File: src/rtl/mov_up_seq.sv
// mov_up_seq: sequential 4x4 2048 "up" mover (tiles slide toward row 0); MOV_SCORE_EN enables the score accumulator
module mov_up_seq #(
    parameter int TILE_W   = 4,
    parameter int WIN_CODE = 11,
    parameter int SCORE_W  = 20
) (
    input  logic                           clk,
    input  logic                           rst,
    input  logic                           i_start,
    input  logic [0:3][0:3][TILE_W-1:0]    i_grid_in,
    output logic [0:3][0:3][TILE_W-1:0]    o_grid_out,
    output logic                           o_busy,
    output logic                           o_done,
    output logic                           o_moved,
    output logic                           o_win,
    output logic [SCORE_W-1:0]             o_score
);
    typedef enum logic [1:0] {IDLE, RUN, DONE} state_t;
    typedef logic [0:3][TILE_W-1:0] col_t;

    localparam logic [TILE_W-1:0] Z  = '0;
    localparam logic [TILE_W-1:0] MX = '1;
    localparam logic [TILE_W-1:0] WC = TILE_W'(WIN_CODE);

    state_t                        r_state, w_state_nx;
    logic [2:0]                    r_step;
    logic [0:3][0:3][TILE_W-1:0]   r_grid, r_snap, w_cmp, w_mrg;
    logic                          r_busy, r_done, r_moved, r_win, w_moved, w_win;

    function automatic logic [TILE_W-1:0] inc(input logic [TILE_W-1:0] v);
        return (v == MX) ? v : v + TILE_W'(1);
    endfunction

    // first empty slot from the top is closed up; one slot per step
    function automatic col_t cmp_col(input col_t v);
        return (v[0] == Z) ? {v[1], v[2], v[3], Z} :
               (v[1] == Z) ? {v[0], v[2], v[3], Z} :
               (v[2] == Z) ? {v[0], v[1], v[3], Z} : v;
    endfunction

    // pairs merge greedily from the top; holes are removed by later compress steps
    function automatic col_t mrg_col(input col_t v);
        logic p01, p12, p23;
        p01 = (v[0] == v[1]) && (v[0] != Z);
        p12 = (v[1] == v[2]) && (v[1] != Z);
        p23 = (v[2] == v[3]) && (v[2] != Z);
        return p01 ? (p23 ? {inc(v[0]), Z, inc(v[2]), Z} : {inc(v[0]), Z, v[2], v[3]}) :
               p12 ? {v[0], inc(v[1]), Z, v[3]} :
               p23 ? {v[0], v[1], inc(v[2]), Z} : v;
    endfunction

    for (genvar c = 0; c < 4; c++) begin : g_col
        assign w_cmp[c] = cmp_col(r_grid[c]);
        assign w_mrg[c] = mrg_col(r_grid[c]);
    end

    // win flag: any tile equal to the win code
    always_comb begin
        w_win = 1'b0;
        for (int c = 0; c < 4; c++)
            for (int r = 0; r < 4; r++)
                w_win = w_win | (r_grid[c][r] == WC);
    end

    assign w_moved = (r_grid != r_snap);

    // state register
    always_ff @(posedge clk) begin
        if (rst) r_state <= IDLE;
        else     r_state <= w_state_nx;
    end

    // next state: accept start only in IDLE, run seven steps, one DONE cycle
    always_comb begin
        w_state_nx = r_state;
        if (r_state == IDLE && i_start)          w_state_nx = RUN;
        else if (r_state == RUN && r_step == 3'd6) w_state_nx = DONE;
        else if (r_state == DONE)                 w_state_nx = IDLE;
    end

    // board datapath and status flags
    always_ff @(posedge clk) begin
        if (rst) begin
            r_grid  <= '0;
            r_snap  <= '0;
            r_step  <= '0;
            r_busy  <= 1'b0;
            r_done  <= 1'b0;
            r_moved <= 1'b0;
            r_win   <= 1'b0;
        end else begin
            r_done <= (r_state == DONE);
            if (r_state == IDLE && i_start) begin
                r_grid  <= i_grid_in;
                r_snap  <= i_grid_in;
                r_step  <= '0;
                r_moved <= 1'b0;
                r_win   <= 1'b0;
                r_busy  <= 1'b1;
            end else if (r_state == RUN) begin
                r_grid <= (r_step == 3'd3) ? w_mrg : w_cmp;
                r_step <= r_step + 3'd1;
            end else if (r_state == DONE) begin
                r_busy  <= 1'b0;
                r_moved <= w_moved;
                r_win   <= w_win;
            end
        end
    end

`ifdef MOV_SCORE_EN
    localparam logic [SCORE_W:0] SMAX = {1'b0, {SCORE_W{1'b1}}};

    logic [SCORE_W-1:0] r_score;
    logic [SCORE_W:0]   w_gain, w_sum;

    function automatic logic [SCORE_W:0] pw(input logic [TILE_W-1:0] n);
        return (SCORE_W + 1)'(1) << n;
    endfunction

    function automatic logic [SCORE_W:0] gain_col(input col_t v);
        logic p01, p12, p23;
        p01 = (v[0] == v[1]) && (v[0] != Z);
        p12 = (v[1] == v[2]) && (v[1] != Z);
        p23 = (v[2] == v[3]) && (v[2] != Z);
        return p01 ? pw(inc(v[0])) + (p23 ? pw(inc(v[2])) : '0) :
               p12 ? pw(inc(v[1])) :
               p23 ? pw(inc(v[2])) : '0;
    endfunction

    // total merge value of the current board across all columns
    always_comb begin
        w_gain = '0;
        for (int c = 0; c < 4; c++) w_gain = w_gain + gain_col(r_grid[c]);
    end

    assign w_sum = {1'b0, r_score} + w_gain;

    // saturating score, updated on the merge step only
    always_ff @(posedge clk) begin
        if (rst) r_score <= '0;
        else if (r_state == RUN && r_step == 3'd3) r_score <= (w_sum > SMAX) ? '1 : w_sum[SCORE_W-1:0];
    end

    assign o_score = r_score;
`else
    assign o_score = '0;
`endif

    assign o_grid_out = r_grid;
    assign o_busy     = r_busy;
    assign o_done     = r_done;
    assign o_moved    = r_moved;
    assign o_win      = r_win;
endmodule
File: config.mk
export PLATFORM = sky130hd
export DESIGN_NAME = mov_up_seq
export DESIGN_NICKNAME = d
export VERILOG_FILES = /design/src/rtl/mov_up_seq.sv
export SDC_FILE = /design/constraint.sdc
export NUM_CORES = 1
export LEC_CHECK = 0
export ABC_AREA = 1
export BUFFER_PORTS_ARGS = -buffer_cell sky130_fd_sc_hd__buf_2
export CORE_UTILIZATION = 58
export DETAILED_ROUTE_END_ITERATION = 8
export HOLD_SLACK_MARGIN = 0.02
export PLACE_DENSITY = 0.81
export SYNTH_ARGS = -nofsm -noshare
export SYNTH_HDL_FRONTEND = slang
export SYNTH_SLANG_ARGS = --single-unit
File: constraint.sdc
create_clock -name clk -period 2.2 [get_ports clk]
set_clock_uncertainty 0.1 [all_clocks]
set_input_delay 0.11 -clock clk [delete_from_list [all_inputs] [get_ports clk]]
set_output_delay 0.11 -clock clk [all_outputs]
set_load 0.03 [all_outputs]
==> Word-level counts from Yosys, hierarchy flattened <==
Cells that the tools add are included.
{ "totals": {"reg_bits": 137, "inputBits": 67, "out_inout_bits": 88} }
{ "classes": {"add_sub_neg": 13, "eq_ne": 74, "muxes": 49, "n_bitwise": 16, "reduce_logical": 74} }
{ "ops": {"columns": ["operator", "count"], "rows": [
  ["two-way mux 64 bit", 3],
  ["two-way mux 16 bit", 8],
  ["== test 4 bit, second input constant", 28],
  ["two-way mux 12 bit", 8],
  ["two-way mux 8 bit", 12],
  ["!= test 4 bit, second input constant", 20],
  ["!= test 64 bit", 1],
  ["nonzero test 4 bit", 16],
  ["adder 4 x 1 -> 4 bit, second input constant", 12],
  ["== test 4 bit", 12],
  ["zero test 4 bit", 12],
  ["two-way mux 4 bit", 12],
  ["AND reduction 4 bit", 12],
  ["!= test 3 bit, second input constant", 8],
  ["nonzero test 5 bit", 4],
  ["bitwise OR 1 bit", 15],
  ["nonzero test 3 bit", 5],
  ["logical AND 1 bit", 14],
  ["AND reduction 3 bit", 4],
  ["nonzero test 2 bit", 3],
  ["two-way mux 1 bit", 4],
  ["two-way mux 2 bit", 2],
  ["AND reduction 2 bit", 2],
  ["adder 3 x 1 -> 3 bit, second input constant", 1],
  ["other kinds (8)", 8]
]} }

==> Logic depth before layout (Yosys ltp) <==
{ "logic_depth": {"ltp_word": 16, "mapped_depth": 14, "depth_no_buf": 13} }

==> Worst setup path after synthesis <==
No wires, ideal clock.
{ "synth_timing": {"path_kind": "flip-flop to flip-flop", "startpoint": "register r_grid, in the netlist o_grid_out[8]", "endpoint": "register r_grid, in the netlist o_grid_out[4]", "arrival_ns": 1.832, "required_ns": 1.988, "slack_ns": 0.156, "stages_incl_launch_ff": 13, "n_path_buf": 0, "synth_period_minus_slack_ns": 2.044, "cell_sequence": "dfxtp_1 > inv_1 > ha_1 > nand2_1 > nand3_1 > o21ai_1 > nand2_1 > nor2_4 > nand2_1 > nand3_1 > nand2_1 > nor2_1 > nor2_1"} }
{ "synth_via": {"elab_chain_cells": 7, "word_cells_on_any_way": 17} }
{ "synth_rtl": {"columns": ["element", "line", "source"], "rows": [
  ["from (decl)", "27", "logic [0:3][0:3][TILE_W-1:0] r_grid, r_snap, w_cmp, w_mrg;"],
  ["from (signal assigned)", "94", "r_grid <= i_grid_in;"],
  ["from (signal assigned)", "101", "r_grid <= (r_step == 3'd3) ? w_mrg : w_cmp;"],
  ["== test 4 bit / nonzero test 4 bit (equally long branches)", "45", "p12 = (v[1] == v[2]) && (v[1] != Z);"],
  ["logical AND 1 bit", "45", null],
  ["two-way mux 12 bit", "48", "p12 ? {v[0], inc(v[1]), Z, v[3]} :"],
  ["two-way mux 16 bit", "47", "return p01 ? (p23 ? {inc(v[0]), Z, inc(v[2]), Z} : {inc(v[0]), Z, v[2], v[3]}) :"],
  ["two-way mux 64 bit", "101", null],
  ["two-way mux 64 bit", "100", "end else if (r_state == RUN) begin"],
  ["two-way mux 64 bit", "93", "if (r_state == IDLE && i_start) begin"]
]} }
Parallel ways exist; a longest one is shown, timed or not. The select of a mux whose other input is x is not followed.
A chain may end at the register's enable or synchronous reset.

==> Final worst setup path <==
{ "layout_timing": {"startpoint": "register r_grid, in the netlist o_grid_out[9]", "endpoint": "register r_grid, in the netlist o_grid_out[5]"} }
The elaborated chain is that of the path after synthesis.

==> results.cfg <==
[run_status]
status = finished, final reports clean

[global_routing]
grt_first_pass_wirelength_mm = 44.2
grt_max_degree = 77
antenna_found_initial = 0
overflow = 0
first_global_vias = 9136
grtUsageTotal_pct = 34.3

[detailed_routing]
via_per_inst = 5.46
drt_drc_violations_left = 0
drt-total-wl_mm = 28.0
routedWlPerCell_um = 15.2
postRouteAntennaNets = 0
first_pass_iters = 6
drtIter0Drc = 965
vias = 10102

[sta]
fmax_ghz = 0.484
setup_viol = 0
finalCritPeriodShare_pct = 93.9
setup-tns-final_ps = 0
final.min_clock_period_ps = 2070
holdWs_ps = 44.2
drv_slew = 0
rsz0062_at_grt = no
finalHoldViolations = 0

[cts]
cts_tree = built
clock_sinks = 137
clock_path_buffers = 2
clk_pin_slew_worst_paths_ps = 60
htreeDepth = 4
numCtsBuffers = 17
root_buffer = clkbuf_16
clock_latency_ps = 430

[floorplanning]
die-height_um = 127
die_area_um2 = 16200
initial_core_util_pct = 59.8
core_area_um2 = 15300
pin_count = 155
die_w_um = 127
row_count = 45

[synth]
synthMostInstantiatedCell = nand2_1
yosys.area.top_type = dfxtp_1
netlist_area_um2 = 9120
syn_inst = 1413
synth-main-ff-cell = dfxtp_1
ys_seq_area_share_pct = 30.1
yosysUniqueCellTypes = 47
synth_seq_cells = 137
ys_warn_count = 0
synth_area_leaders = dfxtp_1 (30%), nand2_1 (17%), nor2_1 (7.0%), nand3_1 (5.0%), inv_1 (4.6%)
postSynthAreaPerCell_um2 = 6.46
async_reset_ff_share_pct = 0
synth_top_area_share_pct = 30.1
synth-edff-count = 0
synthTopCellsByCount = nand2_1 (416), nor2_1 (169), dfxtp_1 (137), inv_1 (113), nand3_1 (92)

[setup_path]
critPathSlowestCell = dfxtp_1
path_delay_family = simple AND/OR/NAND/NOR gates
cp.required_ps = 2420
worst-path-buf-inv = 1
path_class = reg -> reg
critPathMaxFanout = 8
cp_slowest_stage_delay_ps = 510
cp.arrival_ps = 2280
cp-start-kind = flop
path_cells = inv_2, ha_1, nand2_1, nand3_1, o21ai_1, nand2_1, nor2_4, nand2_1, nand3_1, nand2_1, nor2_1, nor2_1
cp_common_cell = nand2_1
critPathCaptureType = flop

[power_and_ir_drop]
internal_power_mw = 6.21
power.static_leakage_nw = 5.39
power_frac_comb_pct = 41.3
ir_drop_mv = 0.638
p_clk_share_pct = 28.7
seqPwrFrac_pct = 30.0
switching_share_pct = 41.1
p_switching_mw = 4.33
power_density_nw_per_um2 = 926

[cells_and_area]
regArea_um2 = 2750
multi_input_area_um2 = 5480
diodes = 0
drive_above_1_share_pct = 18.9
nFillCells = 1237
fin_nets = 1720
area_growth_pct = 24.8

[min_path]
hp-class = in -> reg

[place]
gp_congestion = 0.983
port_buffers = 134
hpwlAfterDp_mm = 19.0

[run]
maxCapViolations = 0
-- per-stage QoR --
step | util, % | std cells | setup slack, ps | power, mW | instance area, µm²
after global routing | 74.6 | 1849 | 2.90 | 11.1 | 11400
after global placement | 66.2 | 1752 | 205 | 7.27 | 10100
after floorplan | - | 1432 | 156 | 6.25 | 9190
final | 74.6 | 1849 | 133 | 10.5 | 11400
after CTS | 74.5 | 1848 | 105 | 10.5 | 11400
after detailed placement | 66.2 | 1752 | 132 | 7.33 | 10100
-- path summary, 6_finish.rpt --
| check | startpoint | end | slack (ps) | cells after the start |
|---|---|---|---|---|
| hold / removal | i_start | o_busy$_SDFFE_PP0P_ | 40 | 3 |
| hold reg to reg | o_busy$_SDFFE_PP0P_ | o_busy$_SDFFE_PP0P_ | 370 | 2 |
| setup reg to reg | o_grid_out[9]$_SDFFE_PP0P_ | o_grid_out[5]$_SDFFE_PP0P_ | 130 | 12 |
| setup / recovery | o_grid_out[9]$_SDFFE_PP0P_ | o_grid_out[5]$_SDFFE_PP0P_ | 130 | 12 |
-- per-layer routing --
| metal | GRT usage [%] | vias up | routed length (µm) |
|---|---|---|---|
| met5 | 0 | - | 0 |
| met4 | 15.2 | 0 | 956 |
| met3 | 5.70 | 92 | 2210 |
| met2 | 59.0 | 515 | 13500 |
| met1 | 42.2 | 4566 | 11400 |
| li1 | - | 4929 | - |
-- logic make-up after synthesis --
group                    Yosys count  synth area share, %
other                              1               0.0411
buffers and inverters            224                 10.8
AO/OA/AOI/OAI                    178                 11.5
flip-flops                       137                 30.1
adder cells (fa/ha/maj)           27                 3.70
XOR/XNOR                          64                 6.14
AND/OR/NAND/NOR                  782                 37.8
-- power groups by stage --
stage	Combinational [mW]	Sequential, mW	Clock, mW
floorplan	2.71	3.55	0
global placement	4.08	3.19	0
detailed placement	4.13	3.20	0
CTS	4.28	3.15	3.04
global route	4.74	3.20	3.16
finish	4.35	3.16	3.03
-- placed cells by master (no fill, tap or decap), types with 11 or more instances in the layout --
| cell | synthesis | layout |
|---|---|---|
| a21oi_1 | 58 | 58 |
| buf_2 | 28 | 134 |
| buf_4 | 25 | 50 |
| clkbuf_16 | 0 | 17 |
| conb_1 | 1 | 20 |
| dfxtp_1 | 137 | 135 |
| dlygate4sd3_1 | 0 | 65 |
| ha_1 | 27 | 27 |
| inv_1 | 113 | 113 |
| inv_2 | 33 | 33 |
| nand2_1 | 416 | 416 |
| nand2_2 | 13 | 13 |
| nand3_1 | 92 | 92 |
| nand4_1 | 37 | 37 |
| nor2_1 | 169 | 168 |
| nor3_1 | 19 | 19 |
| o21ai_0 | 42 | 42 |
| o21ai_1 | 11 | 11 |
| o22ai_1 | 32 | 32 |
| xnor2_1 | 40 | 40 |
| xor2_1 | 24 | 24 |
-- layout make-up --
cell class	count	share of cell area, %
repair buffers	250	15.1
clock buffers	19	3.89
inverters	149	4.94
multi-input cells	1071	48.1
well taps	211	2.32
clock inverters	12	1.54
flip-flops and latches	137	24.1
-- registers in the layout (all words and copies together) (netlist names) --
register / count
o_grid_out: 64
r_snap: 64
r_step: 3
r_state: 2
o_busy: 1
o_done: 1
o_moved: 1
o_win: 1
-- tightest hold or removal path, cell delays in order --
cell and delay, ps:
buf_2 140, nand3_4 180, a21oi_1 90
-- repair_timing --
action / in CTS / in global routing
buffers inserted: 0 / 1
resized for setup: 0 / 2
endpoints found under the setup margin: 0 / 10
hold endpoints to repair: 108 / 0
hold buffers: 65 / 0
Power figures use the tool's default switching activity.
